**src/rtl/arch_defs_pkg.sv**
```systemverilog
// Shared architecture definitions: datapath widths and the dump reader state encoding.
package arch_defs_pkg;

    localparam int unsigned DATA_WIDTH = 8;
    localparam int unsigned ADDR_WIDTH = 4;

    typedef enum logic [2:0] {
        DS_IDLE    = 3'd0,
        DS_REQ     = 3'd1,
        DS_READ    = 3'd2,
        DS_CAPTURE = 3'd3,
        DS_PRESENT = 3'd4,
        DS_DONE    = 3'd5
    } dump_state_t;

endpackage : arch_defs_pkg

```
**src/rtl/ram_dump_reader.sv**
```systemverilog
// Readback engine: sweeps an inclusive (possibly wrapping) RAM address range and
// streams each byte out on a valid/ready port, holding the memory bus for the sweep.
module ram_dump_reader #(
    parameter int unsigned DATA_WIDTH = arch_defs_pkg::DATA_WIDTH,
    parameter int unsigned ADDR_WIDTH = arch_defs_pkg::ADDR_WIDTH
) (
    input  logic                  clk,
    input  logic                  reset,
    input  logic                  start,
    input  logic [ADDR_WIDTH-1:0] first_addr,
    input  logic [ADDR_WIDTH-1:0] last_addr,
    output logic                  busy,
    output logic                  done,
    output logic                  mem_req,
    input  logic                  mem_gnt,
    output logic                  mem_rd,
    output logic [ADDR_WIDTH-1:0] mem_addr,
    input  logic [DATA_WIDTH-1:0] mem_rdata,
    output logic                  out_valid,
    input  logic                  out_ready,
    output logic [DATA_WIDTH-1:0] out_data,
    output logic [ADDR_WIDTH-1:0] out_addr,
    output logic                  out_last
);

    import arch_defs_pkg::*;

    // Beat counter is one bit wider so a full-range sweep (2^ADDR_WIDTH beats) fits.
    localparam int unsigned RW = ADDR_WIDTH + 1;

    localparam logic [2:0] ST_IDLE    = 3'(DS_IDLE);
    localparam logic [2:0] ST_REQ     = 3'(DS_REQ);
    localparam logic [2:0] ST_READ    = 3'(DS_READ);
    localparam logic [2:0] ST_CAPTURE = 3'(DS_CAPTURE);
    localparam logic [2:0] ST_PRESENT = 3'(DS_PRESENT);
    localparam logic [2:0] ST_DONE    = 3'(DS_DONE);

    logic [2:0]            state_q,     state_d;
    logic [ADDR_WIDTH-1:0] cur_addr_q,  cur_addr_d;
    logic [RW-1:0]         remaining_q, remaining_d;
    logic [DATA_WIDTH-1:0] out_data_q,  out_data_d;
    logic [ADDR_WIDTH-1:0] out_addr_q,  out_addr_d;
    logic                  out_last_q,  out_last_d;
    logic                  busy_q,      busy_d;
    logic                  done_q,      done_d;
    logic                  mem_req_q,   mem_req_d;
    logic                  out_valid_q, out_valid_d;
    logic                  mem_rd_c;

    // Next-state, sweep bookkeeping and registered-output decode.
    always_comb begin
        state_d     = state_q;
        cur_addr_d  = cur_addr_q;
        remaining_d = remaining_q;
        out_data_d  = out_data_q;
        out_addr_d  = out_addr_q;
        out_last_d  = out_last_q;
        mem_rd_c    = 1'b0;

        case (state_q)
            ST_IDLE: begin
                if (start) begin
                    cur_addr_d  = first_addr;
                    remaining_d = {1'b0, ADDR_WIDTH'(last_addr - first_addr)} + RW'(1);
                    state_d     = ST_REQ;
                end
            end
            ST_REQ: begin
                if (mem_gnt) begin
                    state_d = ST_READ;
                end
            end
            ST_READ: begin
                // Read strobe follows the grant so a lost grant never issues a read.
                mem_rd_c = mem_gnt;
                state_d  = mem_gnt ? ST_CAPTURE : ST_REQ;
            end
            ST_CAPTURE: begin
                out_data_d = mem_rdata;
                out_addr_d = cur_addr_q;
                out_last_d = (remaining_q == RW'(1));
                state_d    = ST_PRESENT;
            end
            ST_PRESENT: begin
                if (out_ready) begin
                    if (remaining_q == RW'(1)) begin
                        state_d = ST_DONE;
                    end else begin
                        cur_addr_d  = cur_addr_q + ADDR_WIDTH'(1);
                        remaining_d = remaining_q - RW'(1);
                        state_d     = ST_REQ;
                    end
                end
            end
            ST_DONE: begin
                state_d = ST_IDLE;
            end
            default: begin
                state_d = ST_IDLE;
            end
        endcase

        // Status outputs are decoded from the next state so they flop with it.
        busy_d      = (state_d != ST_IDLE);
        done_d      = (state_d == ST_DONE);
        mem_req_d   = (state_d == ST_REQ) || (state_d == ST_READ) ||
                      (state_d == ST_CAPTURE) || (state_d == ST_PRESENT);
        out_valid_d = (state_d == ST_PRESENT);
    end

    // State and output registers; reset aborts any sweep and releases the bus.
    always_ff @(posedge clk or negedge reset) begin
        if (!reset) begin
            state_q     <= ST_IDLE;
            cur_addr_q  <= '0;
            remaining_q <= '0;
            out_data_q  <= '0;
            out_addr_q  <= '0;
            out_last_q  <= 1'b0;
            busy_q      <= 1'b0;
            done_q      <= 1'b0;
            mem_req_q   <= 1'b0;
            out_valid_q <= 1'b0;
        end else begin
            state_q     <= state_d;
            cur_addr_q  <= cur_addr_d;
            remaining_q <= remaining_d;
            out_data_q  <= out_data_d;
            out_addr_q  <= out_addr_d;
            out_last_q  <= out_last_d;
            busy_q      <= busy_d;
            done_q      <= done_d;
            mem_req_q   <= mem_req_d;
            out_valid_q <= out_valid_d;
        end
    end

    assign busy      = busy_q;
    assign done      = done_q;
    assign mem_req   = mem_req_q;
    assign mem_rd    = mem_rd_c;
    assign mem_addr  = cur_addr_q;
    assign out_valid = out_valid_q;
    assign out_data  = out_data_q;
    assign out_addr  = out_addr_q;
    assign out_last  = out_last_q;

endmodule : ram_dump_reader

```
**config.mk**
```make
export PLATFORM = sky130hd
export DESIGN_NAME = ram_dump_reader
export DESIGN_NICKNAME = d
export VERILOG_FILES = /design/src/rtl/arch_defs_pkg.sv /design/src/rtl/ram_dump_reader.sv
export SDC_FILE = /design/constraint.sdc
export NUM_CORES = 1
export LEC_CHECK = 0
export BUFFER_PORTS_ARGS = -buffer_cell sky130_fd_sc_hd__buf_2
export CAP_MARGIN = 20
export CORE_MARGIN = 3
export CORE_UTILIZATION = 30
export DETAILED_ROUTE_END_ITERATION = 12
export PLACE_DENSITY = 0.61
export REMOVE_ABC_BUFFERS = 1
export SLEW_MARGIN = 20
export SYNTH_ARGS = -nofsm -noshare
export SYNTH_HDL_FRONTEND = slang
export SYNTH_SLANG_ARGS = --single-unit
```
**constraint.sdc**
```tcl
create_clock -name clk -period 1.85 [get_ports clk]
set_input_delay 0.185 -clock clk [delete_from_list [all_inputs] [get_ports clk]]
set_output_delay 0.185 -clock clk [all_outputs]
set_load 0.005 [all_outputs]
```
======== Yosys cells after proc, flatten, opt, wreduce, memory -nomap -nowiden ========
Index checks and enable logic that the tools add are counted.
word-level totals
  logic and storage cells ................. 49
  register bits ........................... 29
  RAM bits ................................ 0
  latch bits .............................. 0
  input bits .............................. 21
  memories kept ........................... 0
  ROM bits ................................ 0
operators by class
  shifts and indexed selects .............. 0
  bitwise logic cells ..................... 0
  order comparisons ....................... 0
  multiplexer cells ....................... 15
  equal/unequal tests ..................... 13
  divide/modulo/power cells ............... 0
  multipliers ............................. 0
  reduce and logical (&&, ||, !) cells .... 7
  add/subtract/negate cells ............... 4
operators with widths
  operator               count
  $mux W5                3
  $pmux W3 S5            1
  $eq A3 B2 Y1 const B   4
  $mux W3                4
  $mux W4                3
  $pmux W5 S2            1
  $eq A3 B3 Y1 const B   3
  $pmux W4 S2            1
  $eq A3 B1 Y1 const B   2
  $ne A2 B2 Y1 const B   3
  $add A4 B1 Y5 const B  1
  $eq A5 B1 Y1 const B   1
  $sub A5 B1 Y5 const B  1
  $add A4 B1 Y4 const B  1
  $reduce_and A4 Y1      1
  $sub A4 B4 Y4          1
  $logic_not A3 Y1       1
  $logic_or A1 B1 Y1     3
  $reduce_bool A3 Y1     1
  $mux W2                1
  $reduce_bool A2 Y1     1
  $mux W1                1

======== Logic depth before layout (Yosys ltp) ========
Gate-level depths: netlist (run 1).
  depth after elaboration ................. 8
  depth in mapped cells ................... 9
  mapped depth without buffers ............ 9

======== Least setup slack after synthesis (run 1) ========
OpenSTA, ideal clock, no wires.
  path type ............................... reg2reg
  start point ............................. register remaining_q[1]
  end point ............................... register cur_addr_q[0] (netlist: mem_addr[0])
  path slack .............................. 38 ps
  required time ........................... 1726 ps
  library setup time ...................... 124 ps
  data arrival time ....................... 1688 ps
  cell stages (with the launch flop) ...... 7
  buffers on the path ..................... 0
  cells stage by stage .................... dfrtp_1 inv_1 ha_1 or4b_4 a31oi_4 nor3_1 a211o_2
on the way
  longest elaborated chain between the ends .. 3
RTL lines
  element                             RTL line                source
  start: declaration                  ram_dump_reader.sv:40   logic [RW-1:0] remaining_q, remaining_d;
  start signal: assignment            ram_dump_reader.sv:127  remaining_q <= remaining_d;
  $eq A5 B1 Y1                        ram_dump_reader.sv:86   if (remaining_q == RW'(1)) begin
  $ne A2 B2 Y1 (no source line)       -
  $reduce_and A4 Y1 (no source line)  -
  end signal: assignment              ram_dump_reader.sv:126  cur_addr_q <= cur_addr_d;
  end: declaration                    ram_dump_reader.sv:39   logic [ADDR_WIDTH-1:0] cur_addr_q, cur_addr_d;
Every way passes these cells.
A chain may end at the register's enable or synchronous reset.

======== Worst setup path after layout (run 1) ========
Same ends and word-level chain as after synthesis.

==> impl_metrics.py, run 1 <==
metrics = {
    "routing": {
        "wl_per_cell_um": 12.1,
        "num_vias": 1304,
        "drt-total-wl_mm": 3.35,
        "drtIter0Drc": 27,
        "drcViolationCount": 0,
        "ant_nets": 0,
        "drt-vias-per-instance": 4.72,
        "first_pass_iters": 4,
    },
    "sta": {
        "worst_pin_slew_ps": 682,
        "maxSlewHeadroom": 0.545,
        "slew_violations": 0,
        "setup_viol": 0,
        "setup_ws_ps": 38.4,
        "fin_tns_setup_ps": 0,
        "fmax_ghz": 0.552,
        "fin_crit_ps": 1810,
        "hold_violations": 0,
        "finalCritPeriodShare": 0.979,
        "rsz0062_at_grt": "yes",
        "skew_ps": 7.40,
        "timing.hold.ws_ps": 144,
    },
    "final_layout": {
        "antenna_cells": 0,
        "post-route-util": 0.415,
        "fillers": 540,
        "fin_cells": 276,
        "area_growth_pct": 32.4,
        "layout_common_cells": "buf_2, dfrtp_1, buf_4",
        "final_common_cell": "buf_2",
        "drive_above_1_share": 0.442,
        "seqCellArea_um2": 726,
        "multi_input_area_um2": 827,
        "final_nets": 234,
    },
    "die": {
        "dieWidth_um": 79.2,
        "core.rowCount": 26,
        "die-area_mm2": 0.00628,
        "ios": 43,
        "fp.dieH_um": 79.2,
        "initial_core_util": 0.313,
        "core-area_mm2": 0.00514,
    },
    "critical_path": {
        "r2r-end": "mem_addr[0]$_DFFE_PN0P_",
        "cp_max_fo": 4,
        "worstSetupPathType": "reg -> reg",
        "reg2reg_slack_ps": 40,
        "critical_path.endpoint_type": "flop",
        "cp-start-kind": "flop",
        "critical_path.startpoint": "remaining_q[1]$_DFFE_PN0P_",
        "r2r_cells": 6,
        "cp.arrival_ps": 1970,
        "crit_required_ps": 2010,
        "endpoint": "mem_addr[0]$_DFFE_PN0P_",
        "reg2reg_from": "remaining_q[1]$_DFFE_PN0P_",
    },
    "grt": {
        "grt_pass1_wl_mm": 5.57,
        "overflow": 0,
        "grt_max_degree": 30,
        "first_global_vias": 1203,
        "gr-usage-all-layers": 0.111,
        "antenna_found_initial": 0,
    },
    "clocking": {
        "cts.sink_count": 29,
        "cts_made_buffers": 5,
        "tritoncts": "built",
        "insertion_delay_ps": 270,
        "htreeDepth": 2,
        "clk_path_buf_depth": 2,
        "clk_pin_slew_ps": 70,
        "cts_root_buffer": "clkbuf_8",
    },
    "place": {
        "post-place-ws_ps": -9.03,
        "place_congestion": 0.733,
        "dpl.cell_count": 266,
        "portBuffers": 42,
        "dp_hpwl_mm": 2.48,
    },
    "logic_synthesis": {
        "synth.ff_latch_count": 29,
        "synth.distinct_cells": 43,
        "synth_edf_count": 0,
        "syn_area_per_cell_um2": 10.9,
        "seq_area_frac_synth": 0.451,
        "synth_top_area_share": 0.451,
        "yosys_warnings": 0,
        "synthCells": 147,
        "synth_async_sr_flop_share": 1.00,
        "yosysTopAreaCell": "dfrtp_1",
        "synth_area_leaders": "dfrtp_1, mux2_2, ha_1",
        "synthFlopType": "dfrtp_1",
        "netlist_area_mm2": 0.00161,
    },
    "power": {
        "total_leakage_power_nw": 1.01,
        "peakVddDrop_uv": 731,
        "power_density_mw_per_mm2": 1570,
    },
    "hold_path": {
        "hold_path_class": "in -> reg",
    },
    "job": {
        "maxCapViolations": 0,
    },
    "status": {
        "status": "complete, no violations",
    },
}
## state kept, by name (all words and copies together) (netlist names)
register,flops
mem_req,1
out_addr,4
done,1
out_valid,1
out_data,8
out_last,1
busy,1
remaining_q,5
state_q,3
mem_addr,4
## how the worst min path moves through the flow
stage                 startpoint  cells past startpoint  slack, ps                      end
CTS                 mem_rdata[4]                      2        130  out_data[4]$_DFFE_PN0N_
finish              mem_rdata[4]                      2        140  out_data[4]$_DFFE_PN0N_
global route        mem_rdata[7]                      2        130  out_data[7]$_DFFE_PN0N_
detailed placement         reset                      1        270           busy$_DFF_PN0_
floorplan                  reset                      0       -110           busy$_DFF_PN0_
global placement           reset                      1        270           busy$_DFF_PN0_
## cell type report
cell class / count / share of cell area
Clock buffer: 7 / 0.0405
Sequential cell: 29 / 0.341
Inverter: 9 / 0.0159
Tap cell: 70 / 0.0411
Multi-Input combinational cell: 102 / 0.388
Clock inverter: 1 / 0.0141
Timing Repair Buffer: 58 / 0.160
## timing repair
action                                  CTS  global route
hold buffers                              1             0
endpoints found under the hold margin    29             0
pin swaps                                 1             2
gates resized for setup                   0             7
endpoints found under the setup margin    1             4
buffers inserted                          0             1
## Yosys cell counts, drive strengths merged (3+ instances only)
cell type / count
mux2: 12
nor2: 10
a21oi: 8
ha: 7
or3b: 3
o21ai: 4
inv: 9
dfrtp: 29
xnor2: 5
and3: 3
o22a: 4
buf: 6
nand2: 7
nor3: 4
nor3b: 4
a31oi: 4
nand3b: 3
## per-layer routing
metal  vias up  global-route usage  share of wire
li1        639                   -              -
met1       632               0.151           0.48
met2        33               0.176           0.47
met3         0              0.0306          0.048
met4         0              0.0258              0
met5         -                   0              0
## logic make-up (layout without fill, tap and decap cells)
logic type      after synthesis  count (layout)  synth area share
simple gates                 47              47             0.180
flops                        29              29             0.451
compound gates               29              29             0.131
fa+ha+maj                     8               8            0.0669
mux                          12              12            0.0840
xor+xnor                      6               6            0.0412
buf+inv                      16              75            0.0459
## power breakdown
part | switching, mW | internal (mW) | total, mW
clock | 0.228 | 0.439 | 0.667
sequential | 0.225 | 0.935 | 1.16
combinational | 0.655 | 0.862 | 1.52
total | 1.11 | 2.24 | 3.34
## metrics by stage
| step | power [mW] | area, um^2 |
|---|---|---|
| 6_report | 3.34 | 2130 |
| 5_1_grt | 3.63 | 2130 |
| 4_1_cts | 3.33 | 2100 |
| 3_5_place_dp | 2.63 | 1970 |
| 3_3_place_gp | 2.62 | 1970 |
| 2_1_floorplan | 2.00 | 1570 |
## critical path, cell delays in order (launching register included)
cell     delay, ps
dfrtp_1        390
inv_2           80
ha_4           120
or4b_4         470
a31oi_4        260
nor3_1          70
a211o_2        300
Note: power is estimated with default switching activity, not from simulation.
==> run 2: changes to the inputs <==
CELL_PAD_IN_SITES_DETAIL_PLACEMENT = 0   (was default)
CELL_PAD_IN_SITES_GLOBAL_PLACEMENT = 1   (was default)
PLACE_DENSITY = 0.73   (was 0.61)
==> impl_metrics.py, run 2 (synthesis gave the netlist of run 1 again) <==
metrics = {
    "final_layout": {
        "layout_common_cells": "buf_2, dfrtp_1, buf_4",
        "area_growth_pct": 34.3,
        "final_nets": 239,
        "multi_input_area_um2": 846,
        "fin_cells": 281,
        "final_common_cell": "buf_2",
        "post-route-util": 0.420,
        "fillers": 539,
        "seqCellArea_um2": 726,
        "largest_reg_flops": 8,
        "antenna_cells": 0,
        "drive_above_1_share": 0.479,
    },
    "routing": {
        "num_vias": 1296,
        "drt-total-wl_mm": 3.56,
        "drtIter0Drc": 33,
        "first_pass_iters": 4,
        "ant_nets": 0,
        "wl_per_cell_um": 12.7,
        "drt-vias-per-instance": 4.61,
        "drcViolationCount": 0,
    },
    "clocking": {
        "cts_root_buffer": "clkbuf_8",
        "cts_made_buffers": 5,
        "clk_path_buf_depth": 2,
        "tritoncts": "built",
        "clk_pin_slew_ps": 70,
        "insertion_delay_ps": 280,
        "cts.sink_count": 29,
        "htreeDepth": 2,
    },
    "hold_path": {
        "whs_path_depth": 2,
        "hold_path_class": "in -> reg",
    },
    "place": {
        "dp_hpwl_mm": 2.62,
        "dpl.cell_count": 268,
        "place_congestion": 0.749,
        "post-place-ws_ps": -2.91,
        "portBuffers": 42,
    },
    "die": {
        "core-area_mm2": 0.00514,
        "core.rowCount": 26,
        "initial_core_util": 0.313,
        "dieWidth_um": 79.2,
        "ios": 43,
        "fp.dieH_um": 79.2,
        "die-area_mm2": 0.00628,
    },
    "sta": {
        "setup_viol": 0,
        "timing.hold.ws_ps": 126,
        "fmax_ghz": 0.551,
        "setup_ws_ps": 34.1,
        "hold_violations": 0,
        "worst_pin_slew_ps": 660,
        "skew_ps": 6.17,
        "finalCritPeriodShare": 0.982,
        "rsz0062_at_grt": "yes",
        "fin_tns_setup_ps": 0,
        "maxSlewHeadroom": 0.560,
        "slew_violations": 0,
        "fin_crit_ps": 1820,
    },
    "grt": {
        "first_global_vias": 1234,
        "overflow": 0,
        "grt_pass1_wl_mm": 5.76,
        "grt_max_degree": 30,
        "antenna_found_initial": 0,
        "gr-usage-all-layers": 0.119,
    },
    "critical_path": {
        "cp-start-kind": "flop",
        "critical-path-top-delay-family": "compound AO/OA/AOI/OAI gates",
        "slowest_stage": "or4b_4",
        "slowest_delay_ps": 480,
        "r2r_cells": 7,
        "crit_chain": "inv_2, ha_4, or4b_4, a31oi_4, buf_6, a211oi_2, a21o_2",
        "crit_buf_inv": 2,
        "crit_required_ps": 2030,
        "critical_path.endpoint_type": "flop",
        "cp.arrival_ps": 1990,
        "worstSetupPathType": "reg -> reg",
        "cp_max_fo": 5,
        "crit_cells": 7,
    },
    "power": {
        "total_leakage_power_nw": 1.02,
        "power_density_mw_per_mm2": 1540,
        "peakVddDrop_uv": 747,
    },
    "status": {
        "status": "complete, no violations",
    },
    "job": {
        "maxCapViolations": 0,
    },
}
run 2: changes by cell type in the layout (fill, tap and decap cells not counted), moves of 2 or more:
cell | previous run | this run
buf_4 | 13 | 17
o21ai_0 | 4 | 2
o21ai_1 | 0 | 2
clkinv_2 | 0 | 2
run 2: metrics by stage:
stage	total power, mW	area, um^2
3_3_place_gp	2.66	1990
4_1_cts	3.21	2080
2_1_floorplan	2.00	1570
3_5_place_dp	2.68	1990
5_1_grt	3.60	2160
6_report	3.32	2160
run 2: path summary, 6_finish.rpt:
check	from	endpoint	slack, ps
hold / removal	mem_rdata[4]	out_data[4]$_DFFE_PN0N_	130
max in group asynchronous	reset	out_data[5]$_DFFE_PN0N_	960
setup reg to reg	remaining_q[1]$_DFFE_PN0P_	remaining_q[1]$_DFFE_PN0P_	30
setup / recovery	remaining_q[1]$_DFFE_PN0P_	remaining_q[1]$_DFFE_PN0P_	30
hold reg to reg	out_last$_DFFE_PN0N_	out_last$_DFFE_PN0N_	490
min in group asynchronous	reset	out_data[6]$_DFFE_PN0N_	460
run 2: worst reg2reg max path: stages (launching register included):
cell	delay [ps]
dfrtp_1	390
inv_2	80
ha_4	120
or4b_4	480
a31oi_4	270
buf_6	150
a211oi_2	40
a21o_2	180
run 2: layer usage:
metal,share of wire,global-route usage
met5,0,0
met4,0.013,0.0412
met3,0.054,0.0408
met2,0.44,0.178
met1,0.49,0.158
run 2: layout make-up:
class	count	share of cell area
Inverter	9	0.0156
Clock inverter	3	0.00811
Timing Repair Buffer	63	0.177
Clock buffer	5	0.0318
Tap cell	70	0.0405
Multi-Input combinational cell	102	0.391
Sequential cell	29	0.336
run 2: timing repair:
item | CTS | global route
setup endpoints to repair | 4 | 6
buffers inserted | 0 | 4
hold endpoints to repair | 29 | 0
gates resized for setup | 0 | 15
hold buffers | 1 | 0
pin swaps | 1 | 4
run 2: where the power goes:
group / leakage, nW / total [mW] / switching [mW] / internal, mW
Sequential: 0.349 / 1.14 / 0.210 / 0.935
Combinational: 0.630 / 1.67 / 0.724 / 0.943
Clock: 0.0439 / 0.511 / 0.252 / 0.259
Total: 1.02 / 3.32 / 1.19 / 2.14
